$ cat src/rtl/ahblite_spi_master.sv
// AHB-Lite slave with a mode-3 SPI shift engine (SCLK idles high, MOSI driven
// on the falling edge, MISO sampled on the rising edge, MSB first).
// Software writes DATA to start a transfer, then polls STATUS or waits for
// spi_done_irq. Chip select is a plain register bit and is never toggled here.
module ahblite_spi_master #(
  parameter int DATA_W = 8,
  parameter int DIV_W  = 8
) (
  input  logic        HCLK,
  input  logic        HRESETn,
  input  logic        HSEL,
  input  logic [31:0] HADDR,
  input  logic [1:0]  HTRANS,
  input  logic [2:0]  HSIZE,
  input  logic [3:0]  HPROT,
  input  logic        HWRITE,
  input  logic [31:0] HWDATA,
  input  logic        HREADY,
  output logic        HREADYOUT,
  output logic [31:0] HRDATA,
  output logic        HRESP,
  output logic        SPI_CS,
  output logic        SPI_CLK,
  output logic        SPI_MOSI,
  input  logic        SPI_MISO,
  input  logic        SPI_IRQ,
  output logic        spi_done_irq
);

  localparam int BW = (DATA_W > 1) ? $clog2(DATA_W) : 1;
  localparam logic [BW-1:0] LAST_BIT = BW'(DATA_W - 1);

  typedef enum logic [1:0] {IDLE, LOW, HIGH} state_t;

  state_t              state, state_n;
  logic                sel_q, wr_q;
  logic [1:0]          addr_q;
  logic [DIV_W-1:0]    div, hcnt;
  logic [BW-1:0]       bcnt;
  logic [DATA_W-1:0]   tx, rx;
  logic                sclk, cs, ie, done, ovr, irq_q;
  logic [1:0]          irq_sync;
  logic                busy, tick, start, rise, fall, fin;
  logic                wr_en, wr_ctrl, wr_div, wr_data, wr_stat;
  logic                unused;

  assign HREADYOUT    = 1'b1;
  assign HRESP        = 1'b0;
  assign SPI_CS       = cs;
  assign SPI_CLK      = sclk;
  assign SPI_MOSI     = tx[DATA_W-1];
  assign spi_done_irq = irq_q;
  assign busy         = (state != IDLE);
  assign unused       = ^{HADDR[31:4], HADDR[1:0], HSIZE, HPROT, HWDATA};

  // Register the address phase; decode writes in the following data phase.
  always_ff @(posedge HCLK or negedge HRESETn) begin
    if (!HRESETn) begin
      sel_q  <= 1'b0;
      wr_q   <= 1'b0;
      addr_q <= 2'd0;
    end else if (HREADY) begin
      sel_q  <= HSEL & HTRANS[1];
      wr_q   <= HWRITE;
      addr_q <= HADDR[3:2];
    end
  end

  assign wr_en   = sel_q & wr_q & HREADY;
  assign wr_ctrl = wr_en & (addr_q == 2'd0);
  assign wr_div  = wr_en & (addr_q == 2'd1);
  assign wr_data = wr_en & (addr_q == 2'd2);
  assign wr_stat = wr_en & (addr_q == 2'd3);

  // Engine state register.
  always_ff @(posedge HCLK or negedge HRESETn) begin
    if (!HRESETn) state <= IDLE;
    else          state <= state_n;
  end

  // Next state plus one-cycle event strobes for the datapath.
  always_comb begin
    state_n = state;
    start   = 1'b0;
    rise    = 1'b0;
    fall    = 1'b0;
    fin     = 1'b0;
    tick    = (hcnt == div);
    case (state)
      IDLE: if (wr_data) begin state_n = LOW; start = 1'b1; end
      LOW:  if (tick) begin state_n = HIGH; rise = 1'b1; end
      HIGH: if (tick) begin
              if (bcnt == LAST_BIT) begin state_n = IDLE; fin  = 1'b1; end
              else                  begin state_n = LOW;  fall = 1'b1; end
            end
      default: state_n = IDLE;
    endcase
  end

  // Shift datapath: half-period counter, bit counter, SCLK, TX/RX shifters.
  always_ff @(posedge HCLK or negedge HRESETn) begin
    if (!HRESETn) begin
      hcnt <= '0;
      bcnt <= '0;
      tx   <= '0;
      rx   <= '0;
      sclk <= 1'b1;
    end else begin
      if (state_n != state || state == IDLE) hcnt <= '0;
      else                                   hcnt <= hcnt + 1'b1;
      if (start) begin
        tx   <= HWDATA[DATA_W-1:0];
        bcnt <= '0;
        sclk <= 1'b0;
      end
      if (rise) begin
        sclk <= 1'b1;
        rx   <= {rx[DATA_W-2:0], SPI_MISO};
      end
      if (fall) begin
        sclk <= 1'b0;
        tx   <= {tx[DATA_W-2:0], 1'b0};
        bcnt <= bcnt + 1'b1;
      end
    end
  end

  // Control/status registers; completion set beats a same-cycle W1C.
  always_ff @(posedge HCLK or negedge HRESETn) begin
    if (!HRESETn) begin
      cs       <= 1'b1;
      ie       <= 1'b0;
      div      <= '0;
      done     <= 1'b0;
      ovr      <= 1'b0;
      irq_q    <= 1'b0;
      irq_sync <= 2'b00;
    end else begin
      if (wr_ctrl) {ie, cs} <= HWDATA[1:0];
      if (wr_div && !busy) div <= HWDATA[DIV_W-1:0];
      if (fin)                        done <= 1'b1;
      else if (start)                 done <= 1'b0;
      else if (wr_stat && HWDATA[1])  done <= 1'b0;
      if (wr_data && busy)            ovr <= 1'b1;
      else if (wr_stat && HWDATA[2])  ovr <= 1'b0;
      irq_q    <= done & ie;
      irq_sync <= {irq_sync[0], SPI_IRQ};
    end
  end

  // Read mux driven by the registered address.
  always_comb begin
    HRDATA = '0;
    case (addr_q)
      2'd0: HRDATA[1:0]        = {ie, cs};
      2'd1: HRDATA[DIV_W-1:0]  = div;
      2'd2: HRDATA[DATA_W-1:0] = rx;
      2'd3: HRDATA[3:0]        = {irq_sync[1], ovr, done, busy};
      default: HRDATA = '0;
    endcase
  end

endmodule

$ cat config.mk
export PLATFORM = sky130hd
export DESIGN_NAME = ahblite_spi_master
export DESIGN_NICKNAME = d
export VERILOG_FILES = /design/src/rtl/ahblite_spi_master.sv
export SDC_FILE = /design/constraint.sdc
export NUM_CORES = 1
export LEC_CHECK = 0
export CAP_MARGIN = 20
export CORE_MARGIN = 3
export CORE_UTILIZATION = 37
export DETAILED_ROUTE_END_ITERATION = 8
export GPL_TIMING_DRIVEN = 0
export PLACE_DENSITY_LB_ADDON = 0.12
export SETUP_SLACK_MARGIN = 0.3
export SYNTH_ARGS = -nofsm -noshare
export SYNTH_HDL_FRONTEND = slang
export SYNTH_SLANG_ARGS = --single-unit
$ cat constraint.sdc
create_clock -name HCLK -period 2.2 [get_ports HCLK]
set_clock_uncertainty 0.1 [all_clocks]
set_input_delay 0.33 -clock HCLK [delete_from_list [all_inputs] [get_ports HCLK]]
set_output_delay 0.33 -clock HCLK [all_outputs]
set_load 0.005 [all_outputs]
==> impl_metrics.tcl <==
set metrics [dict create \
    status "complete, no violations" \
    drtPass1Iterations 4 \
    place_ws_ps -484.7 \
    dieArea_sq_um 7877 \
    hpwl_microns 3717 \
    insertion_delay_ps 310 \
    wl_per_cell_microns 14.17 \
    cp-start-kind "register" \
    synth_top_area_share_pct 46.42 \
    synth_adder_area_share_pct 3.951 \
    core_area_sq_um 6495 \
    fin_crit_sh_pct 96.36 \
    worstPathCellList "inv_2, ha_4, buf_8, buf_4, a221oi_2, a21oi_1, buf_2" \
    dpl_cell_area_sq_um 3035 \
    cts_tree "yes" \
    synth_top_family_by_area "multiplexers" \
    critPathKind "register to output port" \
    grt_max_degree 33 \
    use_met3_pct 4.004 \
    grt-busiest-layer "met2" \
    grt_pass1_vias 1747 \
    crit_family "buffers and inverters" \
    clock_tree.buffer_depth 2 \
    wirelength_microns 5468 \
    synth_ff_type "dfrtp_1" \
    hold_path_class "register to register" \
    avgSynthCellArea_sq_um 11.57 \
    cp_slowest_cell "dfrtp_1" \
    initial_core_util_pct 39.01 \
    layout_commonest_cell "buf_4" \
    fin_hold_ws_ps 255.8 \
    synth_largest_area_cell "dfrtp_1" \
    final_nets 396 \
    worst_ep_arrival_time_ps 1690 \
    grt_first_pass_wirelength_microns 8452 \
    ys_seq_area_share_pct 48.49 \
    io_pins 118 \
    vias 1790 \
    cp_num_cells 7 \
    max-cap-violations 0 \
    async_reset_ff_share_pct 100.0 \
    p_leak_uw 0.001739 \
    setup_slack_ps 80.14 \
    antenna_found_initial 0 \
    rows 29 \
    drtIter0Drc 52 \
    ys_top_cells_by_area "dfrtp_1 (46%), mux2_2 (13%), buf_4 (7.7%)" \
    track_usage_pct 14.42 \
    rsz0062_at_grt "true" \
    fillCellCount 589 \
    worstHoldPathCells 0 \
    grt_use_met2_pct 23.62 \
    cp_num_buf_inv 4 \
    grt_use_met1_pct 18.78 \
    diodes 0 \
    overflow 0 \
    syn2layout_area_growth_pct 39.56 \
    cts_buffers 5 \
    place_congestion 0.7539 \
    clockRootBuffer "clkbuf_8" \
    worstPathMaxFanout 8 \
    synth-compound-area-share_pct 5.531 \
    synth-xor-area-share_pct 4.840 \
    ys.warnings.count 0 \
    ys_ff_latch 49 \
    fin_crit_ps 2120 \
    slew_violations 0 \
    viasPerCell 4.637 \
    power_density_nw_per_um2 848.8 \
    setup_tns_ps 0 \
    die_h_microns 88.75 \
    worstSetupEndpointType "output port" \
    synth-edff-count 0 \
    final_area_sq_um 3536 \
    ir_drop_uv 374.8 \
    portBuffers 29 \
    postRouteAntennaNets 0 \
    ys_types 36 \
    reg2reg_depth 6 \
    fmax_mhz 471.7 \
    clk_pin_slew_ps 90 \
    finalSetupViolCount 0 \
    clock-sinks 49 \
    die_w_microns 88.75 \
    h-tree-depth 2 \
    drive_above_1_share_pct 44.34 \
    synthMuxAreaShare_pct 16.84 \
    finalHoldViolCount 0 \
    slowest_delay_ps 420 \
    required_ps 1770 \
    synthCells 219 \
    drc_errors 0 \
    yosys.area_share.simple_pct 9.827 \
    layout_common_cells "buf_4 (49), dfrtp_1 (44), conb_1 (26)" \
    synth_area_sq_um 2534 \
]
## final cells by class
class                   instances  area, sq um  share of cell area, %
multi-input cells             154         1313                  37.12
well taps                      77        96.34                  2.725
clock inverters                 2        10.01                 0.2831
inverters                       8        30.03                 0.8493
clock buffers                   6        72.57                  2.052
plain buffers                  32        267.8                  7.573
repair buffers                 58        514.2                  14.54
flip-flops and latches         49         1232                  34.85
## per-layer routing
layer | vias to the layer above | wire, microns
met5 | - | 0
met4 | 0 | 55
met3 | 5 | 267
met2 | 45 | 2631
met1 | 863 | 2514
li1 | 877 | -
## worst reg2reg max path: cells and delay by family (launching register included)
family | cells | cell delay (ps)
simple gates | 2 | 680
flops | 1 | 410
mux | 1 | 290
buf+inv | 2 | 280
xor+xnor | 1 | 180
## state kept, by name, indices dropped and copies added (netlist names), 2 cells and up
| signal | flops |
|---|---|
| rx | 8 |
| state | 2 |
| tx | 8 |
| bcnt | 3 |
| addr_q | 2 |
| irq_sync | 2 |
| div | 8 |
| hcnt | 8 |
## where the power goes
part | total, uW | switching, uW | internal (uW)
registers | 1330 | 180 | 1150
clock network | 518 | 297 | 221
logic | 1150 | 457 | 697
total | 3000 | 934 | 2070
## cell families (layout without fill, tap and decap cells)
group / Yosys count / count (layout)
other: 2 / 26
adder cells (fa/ha/maj): 8 / 8
AO/OA/AOI/OAI: 19 / 19
multiplexers: 37 / 37
buffers and inverters: 40 / 106
AND/OR/NAND/NOR: 50 / 50
flip-flops: 49 / 49
XOR/XNOR: 14 / 14
## repair_timing
action                                  in CTS  in global routing
hold buffers                                 1                  0
gates resized for setup                     43                 38
gates cloned                                 1                  1
buffers inserted                            19                  6
endpoints found under the hold margin       16                  0
pin swaps                                   12                 13
endpoints found under the setup margin      39                 44
## metrics by stage
| stage | instances | utilization [%] | total power [uW] |
|---|---|---|---|
| final | 386 | 54.44 | 3001 |
| after global routing | 386 | 54.44 | 3219 |
| after CTS | 379 | 51.51 | 2872 |
| after detailed placement | 350 | 46.73 | 2173 |
| after global placement | 349 | 46.50 | 2155 |
| after floorplan | 243 | - | 1867 |
## final timing paths
kind | start | endpoint | slack [ps]
min in group asynchronous | HRESETn | rx[1] | 390
hold reg to reg | irq_sync[0] | irq_sync[1] | 260
max in group asynchronous | HRESETn | SPI_CLK | 1010
hold / removal | irq_sync[0] | irq_sync[1] | 260
setup reg to reg | div[6] | tx[4] | 160
setup / recovery | addr_q[1] | HRDATA[0] | 80
## cells in the mapped netlist (2+ instances only)
cell type and instances:
xnor2_1 9, buf_2 3, nand2_1 10, a222oi_1 3, mux2_2 29, mux2_4 4
nand4_1 3, mux2i_1 4, xor2_1 5, clkbuf_1 2, inv_1 8, a22oi_1 4
and3_1 3, ha_1 8, buf_4 26, nand2b_1 2, dfrtp_1 47, nor2b_1 5
nand3_1 10, nor2_1 13, o21ai_0 4, conb_1 2, dfstp_2 2
Note: power is estimated with default switching activity, not from simulation.
